[config.mk]
export PLATFORM = sky130hd
export DESIGN_NAME = alu_issue_ctrl_flat
export DESIGN_NICKNAME = d
export VERILOG_FILES = /design/src/rtl/alu_issue_ctrl_if.sv /design/src/rtl/alu_issue_ctrl.sv /design/src/flat_wrapper.sv
export SDC_FILE = /design/constraint.sdc
export NUM_CORES = 1
export LEC_CHECK = 0
export CORE_MARGIN = 10
export CORE_UTILIZATION = 40
export DETAILED_ROUTE_END_ITERATION = 8
export GPL_TIMING_DRIVEN = 1
export SLEW_MARGIN = 25
export SYNTH_ARGS = -nofsm -noshare
export SYNTH_HDL_FRONTEND = slang
export SYNTH_SLANG_ARGS = --single-unit
[constraint.sdc]
create_clock -name clock -period 4.9 [get_ports clock]
set_input_delay 0.98 -clock clock [delete_from_list [all_inputs] [get_ports clock]]
set_output_delay 0.98 -clock clock [all_outputs]
set_load 0.05 [all_outputs]
[src/rtl/alu_issue_ctrl_if.sv]
// alu_issue_ctrl_if: request, ALU drive and response signals of the ALU issue controller
interface alu_issue_ctrl_if;
    logic        req_valid;
    logic        req_ready;
    logic [7:0]  req_a;
    logic [7:0]  req_b;
    logic [3:0]  req_cmd;
    logic [7:0]  alu_a;
    logic [7:0]  alu_b;
    logic [3:0]  alu_cmd;
    logic        alu_oe;
    logic [15:0] alu_d;
    logic        rsp_valid;
    logic        rsp_ready;
    logic [15:0] rsp_data;
    logic [3:0]  rsp_cmd;
    modport master (
        output req_valid, req_a, req_b, req_cmd, alu_d, rsp_ready,
        input  req_ready, alu_a, alu_b, alu_cmd, alu_oe, rsp_valid, rsp_data, rsp_cmd
    );
    modport slave (
        input  req_valid, req_a, req_b, req_cmd, alu_d, rsp_ready,
        output req_ready, alu_a, alu_b, alu_cmd, alu_oe, rsp_valid, rsp_data, rsp_cmd
    );
endinterface

[src/rtl/alu_issue_ctrl.sv]
// alu_issue_ctrl: queues ALU requests, drives one per DRIVE cycle and holds the result until accepted
module alu_issue_ctrl #(
    parameter int DEPTH = 4
) (
    input  logic                   clock,
    input  logic                   resetn,
    alu_issue_ctrl_if.slave        bus,
    output logic [$clog2(DEPTH):0] fifo_count
);
    localparam int AW = $clog2(DEPTH);
    localparam logic [AW:0] FULL = (AW+1)'(DEPTH);
    typedef enum logic [1:0] {IDLE, DRIVE, HOLD} state_t;
    state_t state, state_nx;
    logic [19:0] mem [DEPTH];
    logic [AW-1:0] wp, rp;
    logic [19:0] head;
    logic push, pop;
    assign head = mem[rp];
    assign push = bus.req_valid && bus.req_ready;
    assign pop = state == DRIVE;
    // ready depends only on the registered count, so a pop never raises it combinationally
    assign bus.req_ready = fifo_count != FULL;
    always_ff @(posedge clock) begin
        if (push) mem[wp] <= {bus.req_a, bus.req_b, bus.req_cmd};
    end
    always_ff @(posedge clock or negedge resetn) begin
        if (!resetn) state <= IDLE;
        else state <= state_nx;
    end
    always_ff @(posedge clock or negedge resetn) begin
        if (!resetn) begin
            wp <= '0;
            rp <= '0;
            fifo_count <= '0;
            bus.rsp_data <= '0;
            bus.rsp_cmd <= '0;
        end else begin
            if (push) wp <= wp + AW'(1);
            if (pop) rp <= rp + AW'(1);
            fifo_count <= fifo_count + {{AW{1'b0}}, push} - {{AW{1'b0}}, pop};
            if (pop) begin
                bus.rsp_data <= bus.alu_d;
                bus.rsp_cmd <= head[3:0];
            end
        end
    end
    // leaving HOLD counts this edge's push so a just-arrived request is driven without an IDLE bubble
    always_comb begin
        state_nx = state == IDLE  ? (fifo_count != '0 ? DRIVE : IDLE)
                 : state == DRIVE ? HOLD
                 : bus.rsp_ready  ? (fifo_count != '0 || push ? DRIVE : IDLE) : HOLD;
        bus.alu_oe = pop;
        bus.alu_a = pop ? head[19:12] : '0;
        bus.alu_b = pop ? head[11:4] : '0;
        bus.alu_cmd = pop ? head[3:0] : '0;
        bus.rsp_valid = state == HOLD;
    end
endmodule
[src/flat_wrapper.sv]
// flat-port wrapper written by rule: the top's interface ports become plain ports
module alu_issue_ctrl_flat 
#(
    parameter int DEPTH = 4
)
  (clock, resetn, fifo_count, bus_req_valid, bus_req_a, bus_req_b, bus_req_cmd, bus_alu_d, bus_rsp_ready, bus_req_ready, bus_alu_a, bus_alu_b, bus_alu_cmd, bus_alu_oe, bus_rsp_valid, bus_rsp_data, bus_rsp_cmd);
  alu_issue_ctrl_if bus_i ();
  input  logic clock;
  input  logic resetn;
  output logic [$clog2(DEPTH):0] fifo_count;
  input wire logic [$bits(bus_i.req_valid)-1:0] bus_req_valid;
  input wire logic [$bits(bus_i.req_a)-1:0] bus_req_a;
  input wire logic [$bits(bus_i.req_b)-1:0] bus_req_b;
  input wire logic [$bits(bus_i.req_cmd)-1:0] bus_req_cmd;
  input wire logic [$bits(bus_i.alu_d)-1:0] bus_alu_d;
  input wire logic [$bits(bus_i.rsp_ready)-1:0] bus_rsp_ready;
  output wire logic [$bits(bus_i.req_ready)-1:0] bus_req_ready;
  output wire logic [$bits(bus_i.alu_a)-1:0] bus_alu_a;
  output wire logic [$bits(bus_i.alu_b)-1:0] bus_alu_b;
  output wire logic [$bits(bus_i.alu_cmd)-1:0] bus_alu_cmd;
  output wire logic [$bits(bus_i.alu_oe)-1:0] bus_alu_oe;
  output wire logic [$bits(bus_i.rsp_valid)-1:0] bus_rsp_valid;
  output wire logic [$bits(bus_i.rsp_data)-1:0] bus_rsp_data;
  output wire logic [$bits(bus_i.rsp_cmd)-1:0] bus_rsp_cmd;
  assign bus_i.req_valid = bus_req_valid;
  assign bus_i.req_a = bus_req_a;
  assign bus_i.req_b = bus_req_b;
  assign bus_i.req_cmd = bus_req_cmd;
  assign bus_i.alu_d = bus_alu_d;
  assign bus_i.rsp_ready = bus_rsp_ready;
  assign bus_req_ready = bus_i.req_ready;
  assign bus_alu_a = bus_i.alu_a;
  assign bus_alu_b = bus_i.alu_b;
  assign bus_alu_cmd = bus_i.alu_cmd;
  assign bus_alu_oe = bus_i.alu_oe;
  assign bus_rsp_valid = bus_i.rsp_valid;
  assign bus_rsp_data = bus_i.rsp_data;
  assign bus_rsp_cmd = bus_i.rsp_cmd;
  alu_issue_ctrl #(.DEPTH(DEPTH)) u_core (.clock(clock), .resetn(resetn), .bus(bus_i), .fifo_count(fifo_count));
endmodule
## Yosys cells after proc, flatten, opt, wreduce, memory -nomap -nowiden

Memory sizes are Yosys's and may differ from the RTL's.
Cells that the tools add are included.

- Add/sub/neg operators: 4
- Eq/ne operators: 3
- Muxes and demuxes: 10
- Reductions and logical operators: 4

Operators by type and width:

| kind | count |
|---|---|
| 8-bit two-way mux | 2 |
| 2-bit two-way mux | 3 |
| 2-bit by 1-bit adder with 2-bit output (second input constant) | 2 |
| 1-bit two-way mux | 4 |
| 4-bit two-way mux | 1 |
| 3-bit by 1-bit adder with 3-bit output | 1 |
| 3-bit inequality test (second input constant) | 1 |
| 3-bit nonzero test | 1 |
| 3-bit by 1-bit subtractor with 3-bit output | 1 |
| 2-bit by 1-bit == test with 1-bit output (second input constant) | 1 |
| 2-bit == test (second input constant) | 1 |
| 2-bit zero test | 1 |
| 1-bit logical AND | 1 |
| 1-bit logical OR | 1 |

- Register bits after elaboration: 29
- Bits in writable memories: 80
- Bits of input ports: 40
- Output and inout bits: 46
- Memories: 1

Memories:

| memory | depth | width | read ports | clocked after memory_dff | write ports | line | RTL |
|---|---|---|---|---|---|---|---|
| u_core.mem | 4 | 20 | 1 | 0 | 1 | alu_issue_ctrl.sv:14 | `logic [19:0] mem [DEPTH];` |

## Longest topological paths before layout

Gate-level depths: netlist of the first run.

- Depth in word-level cells: 7
- Depth in mapped cells: 8
- Depth with buffers taken out: 8

## Worst setup path after synthesis of the first run

OpenSTA, ideal clock, no wires.

- Kind: flip-flop to output port
- Start point: register u_core.rp[0]
- End point: output bus_alu_cmd[0]
- Arrival time: 1695 ps
- Data required time: 3920 ps
- Path slack: 2225 ps
- Stages on the path, launching flop included: 6
- Cell sequence: dfrtp_1 > buf_6 > buf_12 > buf_6 > mux2i_1 > o22ai_1

- Longest elaborated chain between the ends: 2

RTL lines:

| what | line | RTL |
|---|---|---|
| start, declared | alu_issue_ctrl.sv:15 | `logic [AW-1:0] wp, rp;` |
| start signal, assigned | alu_issue_ctrl.sv:39 | `if (pop) rp <= rp + AW'(1);` |
| memory read 4 x 20 bit | - |  |
| 4-bit two-way mux | alu_issue_ctrl.sv:55 | `bus.alu_cmd = pop ? head[3:0] : '0;` |
| end, declared | flat_wrapper.sv:20 | `output wire logic [$bits(bus_i.alu_cmd)-1:0] bus_alu_cmd;` |

No other way between the ends.

## Final worst setup path of the first run

- Start point: register u_core.rp[0]
- End point: output bus_alu_b[1]

- Longest elaborated chain between the ends: 2

RTL lines:

| what | line | RTL |
|---|---|---|
| memory read 4 x 20 bit | - |  |
| 8-bit two-way mux | alu_issue_ctrl.sv:54 | `bus.alu_b = pop ? head[11:4] : '0;` |
| end, declared | flat_wrapper.sv:19 | `output wire logic [$bits(bus_i.alu_b)-1:0] bus_alu_b;` |

No other way between the ends.

==> results_dict.tcl, run 1 <==
set metrics [dict create \
    yosysTopAreaCell "edfxtp_1" \
    n_antenna_cell 0 \
    die_w_um 124 \
    cts_resized 0 \
    grt_use_met3 0.0312 \
    hp-class "register to register" \
    finalPower_mw 3.61 \
    clock_skew_ns 0.0170 \
    worst_setup_path_end_kind "output pin" \
    period_needed_ns 3.78 \
    powerDensity_mw_per_mm2 660 \
    gp_congestion 0.737 \
    port-buffer-count 85 \
    first_pass_iters 4 \
    grt_max_degree 30 \
    die_area_mm2 0.0153 \
    hold_viol_final 0 \
    root_buffer "clkbuf_8" \
    slew_headroom 0.425 \
    multi_input_area_mm2 0.00108 \
    worstSetupPathType "register to output pin" \
    seq_power_share 0.402 \
    syn_nets 302 \
    swShare 0.414 \
    async_flop_share 0.266 \
    setup_viol 0 \
    ys_top_cells_by_area "edfxtp_1 (56%), dfrtp_1 (17%), nand2_1 (5.1%)" \
    finalSetupTns_ns 0 \
    h-tree-depth 3 \
    cp-start-kind "register" \
    postLayoutCellArea_mm2 0.00547 \
    synth_top_area_share 0.559 \
    grt.busiest_layer "met2" \
    via_count 2357 \
    nets 393 \
    worstPathRequired_ns 3.92 \
    tightest_slew_ns 0.862 \
    power.switching_mw 1.50 \
    p_clk_frac 0.146 \
    avgSynthCellArea_um2 16.8 \
    synthesis.area_mm2 0.00430 \
    numCtsBuffers 9 \
    grt.met1_usage 0.141 \
    synth_edf_count 80 \
    drive_gt1_frac 0.105 \
    fillers 878 \
    hold_buffers 0 \
    cts_tree "done" \
    antenna_found_initial 0 \
    hpwl_um 5840 \
    routedWlPerCell_um 17.8 \
    crit_fanout 26 \
    clk-insertion-delay-late_ns 0.37 \
    ios 86 \
    overflow 0 \
    rsz0062_at_grt "false" \
    cp.arrival_ns 2.80 \
    synth_commonest_cells "edfxtp_1 (80), nand2_1 (58), dfrtp_1 (29)" \
    grt_first_pass_wirelength_um 13700 \
    cts_sinks 109 \
    cts_buffer_depth 2 \
    yosys.cell_count.top_type "edfxtp_1" \
    leakagePower_nw 2.04 \
    clk_pin_slew_ns 0.11 \
    yosysSeqAreaShare 0.728 \
    regArea_mm2 0.00313 \
    die_h_um 124 \
    yosys_warnings 0 \
    grt_pass1_vias 2494 \
    vias_per_cell 4.83 \
    maxCapViolations 0 \
    use_met2 0.198 \
    synthFlopType "edfxtp_1" \
    drc 0 \
    synth_cell_types 27 \
    status "finished, final reports clean" \
    drtIter0Drc 159 \
    period_share 0.772 \
    ant_nets 0 \
    initial_core_util 0.412 \
    dpl_cell_area_mm2 0.00528 \
    combPwrFrac 0.453 \
    track_usage 0.119 \
    p_int_mw 2.12 \
    whs_ns 0.486 \
    slew_violations 0 \
    synthCells 256 \
    ir_drop_mv 0.301 \
    core_mm2 0.0104 \
    ys_ff_latch 109 \
    post_cts_buffers 0 \
    wirelength_um 8670 \
    fmax_ghz 0.264 \
    area.growth.synth_to_final_pct 27.4 \
    rows 37 \
]
==> layout by cell type (no fill, tap or decap) <==
| cell | n |
|---|---|
| clkdlybuf4s50_1 | 81 |
| edfxtp_1 | 80 |
| nand2_1 | 58 |
| dfrtp_1 | 28 |
| and2_1 | 19 |
| mux4_2 | 9 |
| clkbuf_8 | 9 |
| buf_4 | 9 |
| mux2i_1 | 8 |
| mux4_1 | 7 |
| xnor2_1 | 5 |
| ha_1 | 5 |
| o22ai_1 | 4 |
| o221ai_1 | 4 |
| nand2b_1 | 3 |
| inv_1 | 3 |
| clkbuf_1 | 2 |
| clkinvlp_4 | 2 |
| nor2_1 | 1 |
| a21boi_2 | 1 |
| nor3_1 | 1 |
| nor4_1 | 1 |
| o32ai_1 | 1 |
| clkinv_1 | 1 |
| and2_2 | 1 |
| o21a_1 | 1 |
| nor2b_1 | 1 |
| mux2_2 | 1 |
| fa_1 | 1 |
| bufinv_16 | 1 |
| clkinv_2 | 1 |
| inv_6 | 1 |
| buf_8 | 1 |
| dfrtp_2 | 1 |
==> cell families (layout without fill, tap and decap cells) <==
| group | after synthesis | count (layout) | share of synthesized area |
|---|---|---|---|
| fa+ha+maj | 6 | 6 | 0.0192 |
| compound gates | 11 | 11 | 0.0204 |
| simple gates | 85 | 85 | 0.0891 |
| buf+inv | 15 | 111 | 0.0218 |
| xor+xnor | 5 | 5 | 0.0102 |
| flops | 109 | 109 | 0.728 |
| mux | 25 | 25 | 0.111 |
==> metal layers <==
| metal | wire length [um] | part of all wire | vias up |
|---|---|---|---|
| met5 | 0 | 0 | - |
| met4 | 167 | 0.019 | 0 |
| met3 | 636 | 0.073 | 12 |
| met2 | 4220 | 0.49 | 66 |
| met1 | 3650 | 0.42 | 1158 |
| li1 | - | - | 1121 |
==> area by class of cell <==
type | instances | area share
Inverter | 4 | 0.00274
Timing Repair Buffer | 91 | 0.163
Clock inverter | 5 | 0.0107
Clock buffer | 11 | 0.0240
Tap cell | 136 | 0.0311
Multi-Input combinational cell | 132 | 0.197
Sequential cell | 109 | 0.572
==> per-stage QoR <==
step / worst slack [ns] / util / cells
after detailed placement: 1.47 / 0.507 / 472
final: 1.12 / 0.526 / 488
after global placement: 1.46 / 0.506 / 471
after floorplan: 2.23 / - / 256
after global routing: 0.956 / 0.526 / 488
after CTS: 1.06 / 0.526 / 488
==> state kept, by name (all words and copies together) (netlist names) <==
name / flops
u_core.bus.rsp_cmd: 4
u_core.bus.rsp_data: 16
u_core.mem: 80
u_core.fifo_count: 3
u_core.wp: 2
u_core.rp: 2
u_core.state: 2
==> power by group through the flow <==
stage | sequential, mW | clock (mW) | combinational (mW)
2_1_floorplan | 1.69 | 0 | 0.900
3_3_place_gp | 1.47 | 0 | 1.64
3_5_place_dp | 1.48 | 0 | 1.66
4_1_cts | 1.46 | 0.545 | 1.67
5_1_grt | 1.49 | 0.587 | 1.75
6_report | 1.45 | 0.528 | 1.64
==> critical path, cell delays in order (launching register included) <==
cell,delay (ns)
dfrtp_2,0.91
mux4_1,0.63
and2_1,0.18
clkdlybuf4s50_1,0.71
==> path summary, 6_finish.rpt <==
check	slack, ns	to	start	depth (start not counted)
worst max-delay path	1.12	bus_alu_b[1]	u_core.rp[0]	3
worst min-delay path	0.49	u_core.bus.rsp_data[8]	u_core.bus.rsp_data[8]	2
worst max register to register	2.36	u_core.fifo_count[2]	u_core.state[1]	8
worst min register to register	0.49	u_core.bus.rsp_data[8]	u_core.bus.rsp_data[8]	2
max in group asynchronous	3.61	u_core.rp[0]	resetn	2
min in group asynchronous	0.98	u_core.fifo_count[2]	resetn	2
Note: power is estimated with default switching activity, not from simulation.
==> run 2: changes to the inputs <==
==> constraint.sdc (replaced) <==
create_clock -name clock -period 3.8 [get_ports clock]
set_input_delay 0.76 -clock clock [delete_from_list [all_inputs] [get_ports clock]]
set_output_delay 0.76 -clock clock [all_outputs]
set_load 0.05 [all_outputs]
==> run 2 against run 1 <==
Against the previous run:
- count of clock-buffer cells in the layout stayed put
- hold slack worse by 0.0060 ns
- clock skew decreased by 0.0099 ns
- worst setup slack worse by 0.36 ns
- flip-flop and latch count stayed put
- combinational power rose by 28%
- power rose by 26%
- wire length is 2.5% lower
- via count decreased by 0.89%
==> results_dict.tcl, run 2 (synthesis results as in run 1) <==
set metrics [dict create \
    status "finished, final reports clean" \
    nets 395 \
    worstPathRequired_ns 3.04 \
    swShare 0.420 \
    drc 0 \
    ant_nets 0 \
    crit_fanout 21 \
    hold_buffers 0 \
    p_int_mw 2.65 \
    largest_reg_flops 80 \
    layout.core_utilization 0.520 \
    die_area_mm2 0.0153 \
    clk-insertion-delay-late_ns 0.36 \
    grt_max_degree 30 \
    seq_power_share 0.407 \
    rows 37 \
    setup_viol 0 \
    track_usage 0.116 \
    rrSetupSlack_ns 1.36 \
    top_register "u_core.mem" \
    worstSetupPathDepth 4 \
    worst-path-buf-inv 2 \
    hold_viol_final 0 \
    maxCapViolations 0 \
    tightest_slew_ns 0.865 \
    cpMostUsedCell "buf_4" \
    cts_tree "done" \
    reg2reg_depth 9 \
    cts_buffer_depth 2 \
    die_w_um 124 \
    drtIter0Drc 117 \
    worstSetupPathType "register to output pin" \
    clk_pin_slew_ns 0.10 \
    grt_pass1_vias 2518 \
    whs_ns 0.480 \
    cts_resized 0 \
    crit_chain "buf_4 -> mux4_2 -> and2_1 -> buf_4" \
    layout_common_cells "edfxtp_1 (80), clkdlybuf4s50_1 (64), nand2_1 (58)" \
    post_cts_buffers 0 \
    holdPathStages 2 \
    period_share 0.801 \
    slew_headroom 0.423 \
    leakagePower_nw 2.07 \
    rsz0062_at_grt "false" \
    grt_first_pass_wirelength_um 13500 \
    drive_gt1_frac 0.155 \
    cp.arrival_ns 2.28 \
    finalSetupTns_ns 0 \
    gp_congestion 0.708 \
    first_pass_iters 4 \
    routedWlPerCell_um 17.2 \
    overflow 0 \
    powerDensity_mw_per_mm2 842 \
    ir_drop_mv 0.361 \
    via_count 2336 \
    wirelength_um 8450 \
    worst_setup_path_end_kind "output pin" \
    fmax_ghz 0.328 \
    numCtsBuffers 9 \
    power.switching_mw 1.91 \
    port-buffer-count 85 \
    p_clk_frac 0.134 \
    crit_slowest_cell "dfrtp_2" \
    die_h_um 124 \
    mostFrequentLayoutCell "edfxtp_1" \
    vias_per_cell 4.77 \
    area.growth.synth_to_final_pct 26.0 \
    hpwl_um 5980 \
    h-tree-depth 3 \
    cp-start-kind "register" \
    slew_violations 0 \
    n_antenna_cell 0 \
    critPathMaxStageDelay_ns 0.77 \
    initial_core_util 0.412 \
    ios 86 \
    largest_registers "u_core.mem (80), u_core.bus.rsp_data (16), u_core.bus.rsp_cmd (4)" \
    period_needed_ns 3.04 \
    cts_sinks 109 \
    crit_family "flip-flops" \
    core_mm2 0.0104 \
    hp-class "register to register" \
    antenna_found_initial 0 \
    root_buffer "clkbuf_8" \
    combPwrFrac 0.460 \
    clock_skew_ns 0.00709 \
]
run 2: cell count changes in the layout (fill, tap and decap cells not counted), sizes merged:
| cell | before | now |
|---|---|---|
| clkdlybuf4s50 | 81 | 64 |
| bufinv | 1 | 0 |
| inv | 4 | 5 |
| buf | 10 | 29 |
run 2: worst reg2reg max path: stages, from the launching register on:
cell and delay [ns]:
dfrtp_1 0.40, nand2b_1 0.14, clkinv_1 0.38, buf_4 0.38, nand2b_1 0.15, nand2_1 0.07, ha_1 0.19, fa_1 0.37
xnor2_1 0.14, xnor2_1 0.12
run 2: power by group through the flow:
stage	logic (mW)	clock network (mW)	registers (mW)
after CTS	2.15	0.636	1.86
after global routing	2.27	0.684	1.90
after floorplan	1.16	0	2.18
final	2.10	0.610	1.86
after global placement	2.12	0	1.88
after detailed placement	2.15	0	1.89
run 2: layout make-up:
class / instances / area [um2]
tap: 136 / 170
sequential: 109 / 3130
clock buffer: 11 / 131
timing repair buffer: 93 / 858
clock inverter: 5 / 35.0
inverter: 4 / 15.0
fill: 916 / 5000
multi-input combinational: 132 / 1070
run 2: worst paths after layout:
path | from | endpoint
worst max register to register | u_core.state[1] | u_core.fifo_count[2]
worst min register to register | u_core.bus.rsp_data[8] | u_core.bus.rsp_data[8]
min in group asynchronous | resetn | u_core.bus.rsp_cmd[0]
worst max-delay path | u_core.rp[0] | bus_alu_a[6]
worst min-delay path | u_core.bus.rsp_data[8] | u_core.bus.rsp_data[8]
max in group asynchronous | resetn | u_core.rp[0]
run 2: routing by layer:
metal	part of all wire	GRT usage	vias to the layer above
met5	0	0	-
met4	0.011	0.0437	0
met3	0.064	0.0344	7
met2	0.50	0.195	58
met1	0.42	0.137	1148
li1	-	-	1123
run 2: through the flow:
stage	total power, mW	area [um2]	std cells	worst slack [ns]
2_1_floorplan	3.35	4300	256	1.35
3_3_place_gp	4.00	5250	474	1.07
3_5_place_dp	4.04	5250	474	1.06
4_1_cts	4.65	5410	490	0.693
5_1_grt	4.86	5410	490	0.586
6_report	4.56	5410	490	0.755
==> run 3: changes to the inputs <==
--- a/config.mk
+++ b/config.mk
@@ -9,6 +9,7 @@
 export CORE_UTILIZATION = 40
 export DETAILED_ROUTE_END_ITERATION = 8
 export GPL_TIMING_DRIVEN = 1
+export PLACE_DENSITY = 0.67
 export SLEW_MARGIN = 25
 export SYNTH_ARGS = -nofsm -noshare
 export SYNTH_HDL_FRONTEND = slang
==> constraint.sdc (replaced) <==
create_clock -name clock -period 2.5 [get_ports clock]
set_input_delay 0.5 -clock clock [delete_from_list [all_inputs] [get_ports clock]]
set_output_delay 0.5 -clock clock [all_outputs]
set_load 0.05 [all_outputs]
==> run 3 against run 2 <==
Against the previous run:
- count of clock-buffer cells in the layout is 2 lower
- global-route usage is 0.45 points higher
- worst setup slack worse by 0.70 ns
- critical endpoint is now bus_alu_a[7]
==> results_dict.tcl, run 3 (synthesis results as in run 1) <==
set metrics [dict create \
    largest_registers "u_core.mem (80), u_core.bus.rsp_data (16), u_core.bus.rsp_cmd (4)" \
    ir_drop_mv 0.509 \
    status "finished, final reports clean" \
    rows 37 \
    nets 404 \
    hp-class "register to register" \
    area.growth.synth_to_final_pct 29.4 \
    crit_slowest_cell "mux4_1" \
    cp.arrival_ns 1.94 \
    dpl_cell_area_mm2 0.00531 \
    n_antenna_cell 0 \
    layout_common_cells "edfxtp_1 (80), clkdlybuf4s50_1 (64), nand2_1 (58)" \
    hold_viol_final 0 \
    clk-insertion-delay-late_ns 0.36 \
    port-buffer-count 85 \
    fmax_ghz 0.410 \
    vias_per_cell 4.88 \
    p_clk_frac 0.140 \
    leakagePower_nw 2.15 \
    initial_core_util 0.412 \
    crit_chain "buf_12 -> mux4_1 -> and2_1 -> buf_4" \
    grt_pass1_vias 2521 \
    maxCapViolations 0 \
    critPathMaxStageDelay_ns 0.53 \
    die_h_um 124 \
    seq_power_share 0.374 \
    swShare 0.421 \
    overflow 0 \
    finalSetupTns_ns 0 \
    stdcell_count 499 \
    largest_reg_flops 80 \
    period_share 0.977 \
    root_buffer "clkbuf_8" \
    track_usage 0.120 \
    cts_tree "done" \
    drc 0 \
    slew_headroom 0.644 \
    worst-path-buf-inv 2 \
    core_mm2 0.0104 \
    drive_gt1_frac 0.182 \
    worstSetupPathType "register to output pin" \
    fin_ws_ns 0.0584 \
    crit_fanout 7 \
    worstPathRequired_ns 2.00 \
    combPwrFrac 0.486 \
    cts_resized 0 \
    numCtsBuffers 9 \
    tightest_slew_ns 0.533 \
    die_area_mm2 0.0153 \
    cts_sinks 109 \
    slew_violations 0 \
    cp-start-kind "register" \
    post_cts_buffers 0 \
    worstSetupPathDepth 4 \
    reg2reg_depth 8 \
    dpl.cell_count 481 \
    setup_viol 0 \
    period_needed_ns 2.44 \
    cts_buffer_depth 2 \
    whs_ns 0.487 \
    die_w_um 124 \
    clk_pin_slew_ns 0.11 \
    grt_first_pass_wirelength_um 14000 \
    finalPower_mw 7.24 \
    hold_buffers 0 \
    h-tree-depth 3 \
    powerDensity_mw_per_mm2 1300 \
    top_register "u_core.mem" \
    drtIter0Drc 152 \
    ant_nets 0 \
    ios 86 \
    p_int_mw 4.19 \
    power.switching_mw 3.04 \
    fillers 875 \
    via_count 2437 \
    gp_congestion 0.727 \
    crit_family "multiplexers" \
    grt_max_degree 30 \
    worst_setup_path_end_kind "output pin" \
    pre_cts_slack_ns 0.354 \
    antenna_found_initial 0 \
    layout.core_utilization 0.534 \
    first_pass_iters 4 \
    holdPathStages 2 \
    wirelength_um 8990 \
    hpwl_um 6230 \
    routedWlPerCell_um 18.0 \
    postLayoutCellArea_mm2 0.00556 \
    clock_skew_ns 0.00823 \
    mostFrequentLayoutCell "edfxtp_1" \
]
[run 3: layout make-up]
cell class / count / area (um2) / area share
multi-input combinational: 132 / 1070 / 0.193
clock inverter: 7 / 67.6 / 0.0122
clock buffer: 9 / 124 / 0.0223
inverter: 4 / 15.0 / 0.00270
sequential: 109 / 3130 / 0.563
tap: 136 / 170 / 0.0306
timing repair buffer: 102 / 977 / 0.176
[run 3: routing by layer]
metal	up-vias	GRT usage	wire length, um
met5	-	0	0
met4	0	0.0437	105
met3	10	0.0317	475
met2	47	0.201	4680
met1	1237	0.147	3730
li1	1143	-	-
[run 3: final timing paths]
check                                              end  slack [ns]                    from
worst min-delay path            u_core.bus.rsp_data[1]        0.49  u_core.bus.rsp_data[1]
min in group asynchronous                 u_core.rp[0]        0.52                  resetn
worst max register to register    u_core.fifo_count[2]        0.58         u_core.state[1]
worst max-delay path                      bus_alu_a[7]        0.06            u_core.rp[0]
max in group asynchronous                 u_core.rp[0]        1.68                  resetn
worst min register to register  u_core.bus.rsp_data[1]        0.49  u_core.bus.rsp_data[1]
[run 3: worst reg2reg max path, stage by stage (launching register included)]
cell and delay (ns):
dfrtp_1 0.42, nand2b_1 0.17, buf_4 0.22, nand2_1 0.10
nand2_1 0.05, ha_1 0.19, fa_1 0.38, xnor2_1 0.18
xnor2_1 0.13
[run 3: power by group through the flow]
stage | Combinational (mW) | Sequential [mW] | Clock [mW]
after floorplan | 1.76 | 3.32 | 0
after global placement | 3.45 | 2.71 | 0
after detailed placement | 3.49 | 2.73 | 0
after CTS | 3.51 | 2.69 | 1.05
after global routing | 3.77 | 2.76 | 1.11
final | 3.52 | 2.70 | 1.02
